File: src/rtl/rf_pkg.sv
// Shared constants and types for the register file with busy scoreboard.
// Default widths match the classic 32x32 file that this block replaces.
package rf_pkg;
    localparam int DATA_W_DEF = 32;
    localparam int ADDR_W_DEF = 5;
    localparam int NUM_RD_MAX = 4;

    typedef logic [ADDR_W_DEF-1:0] rf_addr_t;
    typedef logic [DATA_W_DEF-1:0] rf_data_t;
endpackage

File: src/rtl/rf_scoreboard.sv
// Per-register busy tracking. Issue sets a bit and writeback clears it.
// busy_cnt_o is the registered popcount of the vector after the update.
module rf_scoreboard
    import rf_pkg::*;
#(
    parameter int ADDR_W   = ADDR_W_DEF,
    parameter int ZERO_REG = 1
) (
    input  logic                     clk,
    input  logic                     rst,
    input  logic                     set_vld_i,
    input  logic [ADDR_W-1:0]        set_addr_i,
    input  logic                     clr_vld_i,
    input  logic [ADDR_W-1:0]        clr_addr_i,
    output logic [(1<<ADDR_W)-1:0]   busy_o,
    output logic [ADDR_W:0]          busy_cnt_o
);
    localparam int DEPTH = 1 << ADDR_W;

    logic [DEPTH-1:0] busy_q, busy_d;
    logic [ADDR_W:0]  cnt_q, cnt_d;

    function automatic logic [ADDR_W:0] popcount(input logic [DEPTH-1:0] v);
        logic [ADDR_W:0] c;
        c = '0;
        for (int i = 0; i < DEPTH; i++) begin
            c = c + {{ADDR_W{1'b0}}, v[i]};
        end
        return c;
    endfunction

    // The set is applied after the clear so a new producer supersedes the retiring one.
    always_comb begin
        busy_d = busy_q;
        if (clr_vld_i) begin
            busy_d[clr_addr_i] = 1'b0;
        end
        if (set_vld_i) begin
            busy_d[set_addr_i] = 1'b1;
        end
        if (ZERO_REG != 0) begin
            busy_d[0] = 1'b0;
        end
        cnt_d = popcount(busy_d);
    end

    always_ff @(posedge clk or posedge rst) begin
        if (rst) begin
            busy_q <= '0;
            cnt_q  <= '0;
        end else begin
            busy_q <= busy_d;
            cnt_q  <= cnt_d;
        end
    end

    assign busy_o     = busy_q;
    assign busy_cnt_o = cnt_q;
endmodule

File: src/rtl/reg_file_sb.sv
// Register file: NUM_RD combinational read ports, one write port, optional
// hardwired zero register, write-to-read bypass and a RAW busy scoreboard.
module reg_file_sb
    import rf_pkg::*;
#(
    parameter int DATA_W   = DATA_W_DEF,
    parameter int ADDR_W   = ADDR_W_DEF,
    parameter int NUM_RD   = 2,
    parameter int ZERO_REG = 1,
    parameter int BYPASS   = 1
) (
    input  logic                     clk,
    input  logic                     rst,
    input  logic                     RW,
    input  logic [ADDR_W-1:0]        DA,
    input  logic [DATA_W-1:0]        D_DATA,
    input  logic [NUM_RD*ADDR_W-1:0] rd_addr,
    input  logic [NUM_RD-1:0]        rd_en,
    output logic [NUM_RD*DATA_W-1:0] rd_data,
    output logic [NUM_RD-1:0]        rd_busy,
    input  logic                     issue_vld,
    input  logic [ADDR_W-1:0]        issue_dst,
    output logic                     stall,
    output logic [ADDR_W:0]          busy_cnt
);
    localparam int DEPTH = 1 << ADDR_W;

    logic [DATA_W-1:0] regs_q [DEPTH];
    logic [DEPTH-1:0]  busy_vec;
    logic              wr_en;

    assign wr_en = RW && !((ZERO_REG != 0) && (DA == '0));

    always_ff @(posedge clk or posedge rst) begin
        if (rst) begin
            for (int i = 0; i < DEPTH; i++) begin
                regs_q[i] <= '0;
            end
        end else if (wr_en) begin
            regs_q[DA] <= D_DATA;
        end
    end

    rf_scoreboard #(
        .ADDR_W   (ADDR_W),
        .ZERO_REG (ZERO_REG)
    ) u_sb (
        .clk        (clk),
        .rst        (rst),
        .set_vld_i  (issue_vld),
        .set_addr_i (issue_dst),
        .clr_vld_i  (RW),
        .clr_addr_i (DA),
        .busy_o     (busy_vec),
        .busy_cnt_o (busy_cnt)
    );

    // Read outputs are forced low during reset so an in-flight write cannot bypass through.
    for (genvar k = 0; k < NUM_RD; k++) begin : g_rd
        logic [ADDR_W-1:0] addr;
        logic              hit;
        logic [DATA_W-1:0] data;

        assign addr = rd_addr[k*ADDR_W +: ADDR_W];
        assign hit  = (BYPASS != 0) && RW && (DA == addr);

        always_comb begin
            data = regs_q[addr];
            if (hit) begin
                data = D_DATA;
            end
            if (((ZERO_REG != 0) && (addr == '0)) || rst) begin
                data = '0;
            end
        end

        assign rd_data[k*DATA_W +: DATA_W] = data;
        assign rd_busy[k] = !rst && busy_vec[addr] && !hit;
    end

    assign stall = |(rd_en & rd_busy);
endmodule

File: config.mk
export PLATFORM = sky130hd
export DESIGN_NAME = reg_file_sb
export DESIGN_NICKNAME = d
export VERILOG_FILES = /design/src/rtl/rf_pkg.sv /design/src/rtl/rf_scoreboard.sv /design/src/rtl/reg_file_sb.sv
export SDC_FILE = /design/constraint.sdc
export NUM_CORES = 2
export LEC_CHECK = 0
export BUFFER_PORTS_ARGS = -buffer_cell sky130_fd_sc_hd__buf_2
export CAP_MARGIN = 20
export CORE_MARGIN = 4
export CORE_UTILIZATION = 57
export CTS_CLUSTER_SIZE = 14
export DETAILED_ROUTE_END_ITERATION = 6
export PLACE_DENSITY_LB_ADDON = 0.2
export SETUP_SLACK_MARGIN = 0.5
export SLEW_MARGIN = 20
export SYNTH_ARGS = -nofsm -noshare
export SYNTH_HDL_FRONTEND = slang
export SYNTH_HIERARCHICAL = 1
export SYNTH_SLANG_ARGS = --single-unit
File: constraint.sdc
create_clock -name clk -period 40.2 [get_ports clk]
set_clock_uncertainty 0.05 [all_clocks]
set_input_delay 6.03 -clock clk [delete_from_list [all_inputs] [get_ports clk]]
set_output_delay 6.03 -clock clk [all_outputs]
set_load 0.02 [all_outputs]
==> metrics.md <==
| Metric | Value |
|---|---|
| Die W | `327.3 um` |
| Max Clk Rate | `60.63 MHz` |
| Logic pwr share | `0.282` |
| Critical path required time | `34.12 ns` |
| Max VDD drop | `0.3360 mV` |
| Switch Pwr | `approximately 1.0 mW` |
| Post-synth EDFFs | `0` |
| YS warnings | `6` |
| Syn_area_per_cell | `14.43 sq um` |
| Seq/Total Area, Yosys | `0.4569` |
| Post-route ant nets | `0` |
| Post-Syn Nets | `about 4100` |
| Sequential share of power | `0.412` |
| Syn Inst Count | `slightly above 4000` |
| Clock Sinks | `1061` |
| Most used cell, CP | `buf_4` |
| Switching share of power | `0.3001` |
| Synth top area share | `0.4569` |
| Total number of vias | `roughly 39000` |
| Placed cell area | `59340 sq um` |
| Total Nets Final | `4003` |
| Clk buf depth | `3` |
| HP Start | `regs_q[992]` |
| Area contributors post-synth | `dfrtp_1 (46%), mux2_2 (20%), mux4_2 (16%)` |
| Slew Viols, Final | `0` |
| Clk root buf | `clkbuf_16` |
| RSZ-0062 raised after global routing | `false` |
| Commonest cells in the netlist | `dfrtp_1 (1061), mux2_2 (1023), mux4_2 (412)` |
| FF-to-FF Start | `u_sb/busy_o[1]` |
| Setup violations, final | `0` |
| Cell Area, Synth | `58110 sq um` |
| Share of total power in the clock network | `0.306` |
| CP startpoint | `rd_addr[5]` |
| Reg area | `26550 sq um` |
| Final Critical Period | `16.49 ns` |
| Hold Buf Count CTS | `0` |
| Synth cell types | `65` |
| Status | `finished, final reports clean` |
| DRC viols | `0` |
| Vias in the first global route | `39422` |
| Slew @ Worst Pin | `1.192 ns` |
| Num rows | `116` |
| Worst Hold Class | `reg2reg` |
| Fin area | `63190 sq um` |
| First-pass GRT wire length | `269.4 mm` |
| Core box area | `100600 sq um` |
| RD Place Congestion | `0.8393` |
| Post-synthesis register bit count | `approximately 1100` |
| Slowest stage delay, CP | `0.90 ns` |
| Synthesis-to-layout area growth | `8.735%` |
| Crit path max fanout | `66` |
| Cell leakage power | `27.70 nW` |
| Crit path cell chain | `buf_8, buf_4, buf_4, mux2i_1, a221oi_1, a22oi_1, o2111a_1, nor4_1, buf_2` |
| TritonRoute pass-1 iters | `6` |
| Clock slew at reported path FFs | `roughly 0.06 ns` |
| CP delay by family, top | `buffers and inverters` |
| Most used flip-flop cell after synthesis | `dfrtp_1` |
| Post-CTS setup buffers | `0` |
| Final period util | `0.4103` |
| Int Pwr | `2.443 mW` |
| Die area | `roughly 110000 sq um` |
| Crit. End Element | `primary output` |
| Port buffer count | `130` |
| Endpoints failing hold | `0` |
| Antenna violations before repair | `13` |
| Asr flop ratio synth | `1.000` |
| Vias per cell | `7.217` |
| Grt total ovfl | `0` |
| Initial Util | `0.5778` |
| Final wirelength | `182.3 mm` |
| DRT iter0 DRCs | `4356` |
| Max Cap Viol | `0` |
| Worst setup SP type | `input port` |
| Crit Path Class | `in2out` |
| Most instantiated library cell after synthesis | `dfrtp_1` |
| PwrDens | `55.23 nW/um^2` |
| Die height | `327.3 um` |
| Slew margin rel. | `0.2037` |
| Hpwl dp | `100.4 mm` |
| Resize count post-CTS | `0` |
| Fill cells | `roughly 7500` |
| Gr usage total | `0.3412` |
| Skew-Pair Late Insertion Delay | `between 0.6 and 0.7 ns` |
| Top-Level Pins | `131` |
| Layout cells sized above 1 | `0.4720` |
| CTS tree | `built` |
| WP buf/inv | `4` |
| CP max stage cell | `buf_4` |
| Setup_tns | `0 ns` |
| Largest net degree at the start of global routing | `about 160` |
| Number of H-tree levels | `3` |
| Multi-input gate area | `roughly 30000 sq um` |
| Synth area leader | `dfrtp_1` |
| Routed len/inst | `approximately 34 um` |
| Crit path arrival time | `10.41 ns` |
| Num CTS Buffers | `113` |
## power groups by stage
stage / clock network (mW) / registers [mW] / logic (mW)
global placement: 0 / 1.44 / 0.957
floorplan: 0 / 1.40 / 0.796
CTS: 1.08 / 1.43 / 0.989
global route: 1.12 / 1.46 / 1.09
detailed placement: 0 / 1.45 / 0.986
finish: 1.07 / 1.44 / 0.983
## logic make-up after synthesis
logic type      share of synthesized area
mux                                0.4041
fa+ha+maj                         0.01085
buf+inv                           0.03794
xor+xnor                         0.001959
simple gates                      0.01946
flops                              0.4569
compound gates                    0.06881
other cells                    0.00006453
## registers in the layout, indices dropped and copies added, names as in the netlist
name and flops:
regs_q 1024, u_sb/busy_cnt_o 6, u_sb/busy_o 31
## metal layers
metal,routed length [um],up-vias,GRT usage
met1,73780,20774,0.4824
met4,7941,6,0.1326
met5,44,-,0
met2,82430,2082,0.5154
met3,18130,446,0.08381
li1,-,15385,-
## placed cells by master (no fill, tap or decap), types with 26 or more instances in the layout
master,n
a21oi_1,34
o21ai_0,37
a221oi_1,62
mux2i_1,259
nand2_1,40
buf_4,79
clkbuf_8,40
a211oi_1,68
a211o_1,40
a22oi_1,95
a32o_1,31
o21ai_1,29
dfrtp_1,1061
o22ai_1,26
mux4_2,412
mux2_2,1023
nor2b_1,28
o21bai_1,30
clkbuf_16,116
buf_2,122
## worst reg2reg max path, stage by stage (launching register included)
cell	delay, ns
dfrtp_1	0.41
o21ai_0	0.10
o21ai_0	0.18
fa_1	0.54
inv_1	0.05
fa_1	0.49
fa_1	0.58
fa_1	0.45
fa_1	0.51
fa_1	0.43
fa_1	0.49
inv_1	0.05
fa_1	0.43
fa_1	0.48
a21o_1	0.19
a21oi_1	0.18
xnor2_1	0.14
## layout make-up
| type | instances | share of cell area |
|---|---|---|
| Antenna cell | 8 | 0.0003168 |
| Clock buffer | 177 | 0.05590 |
| Clock inverter | 25 | 0.004039 |
| Inverter | 24 | 0.001544 |
| Multi-Input combinational cell | 2495 | 0.4689 |
| Sequential cell | 1061 | 0.4202 |
| Tap cell | 1357 | 0.02687 |
| Timing Repair Buffer | 214 | 0.02230 |
## through the flow
step                instances  utilization  total power, mW  setup slack [ns]  hold slack [ns]
global route             5359       0.6282            3.673             23.57           0.3567
CTS                      5351       0.6276            3.500             23.75           0.3474
floorplan                4028            -            2.201             1.896           0.3913
global placement         5149       0.5899            2.395             23.78           0.3311
detailed placement       5149       0.5899            2.434             23.74           0.3323
finish                   5361       0.6283            3.490             23.71           0.3449
## final timing paths
kind / end / slack (ns) / depth (start not counted)
max reg2reg: u_sb/busy_cnt_o[4] / 34.37 / 16
min reg2reg: regs_q[992] / 0.34 / 0
max in group asynchronous: regs_q[586] / 31.39 / 5
min: regs_q[992] / 0.34 / 0
min in group asynchronous: regs_q[904] / 5.48 / 2
max: rd_data[60] / 23.71 / 9
No activity file was read; power rests on OpenSTA's default activity.
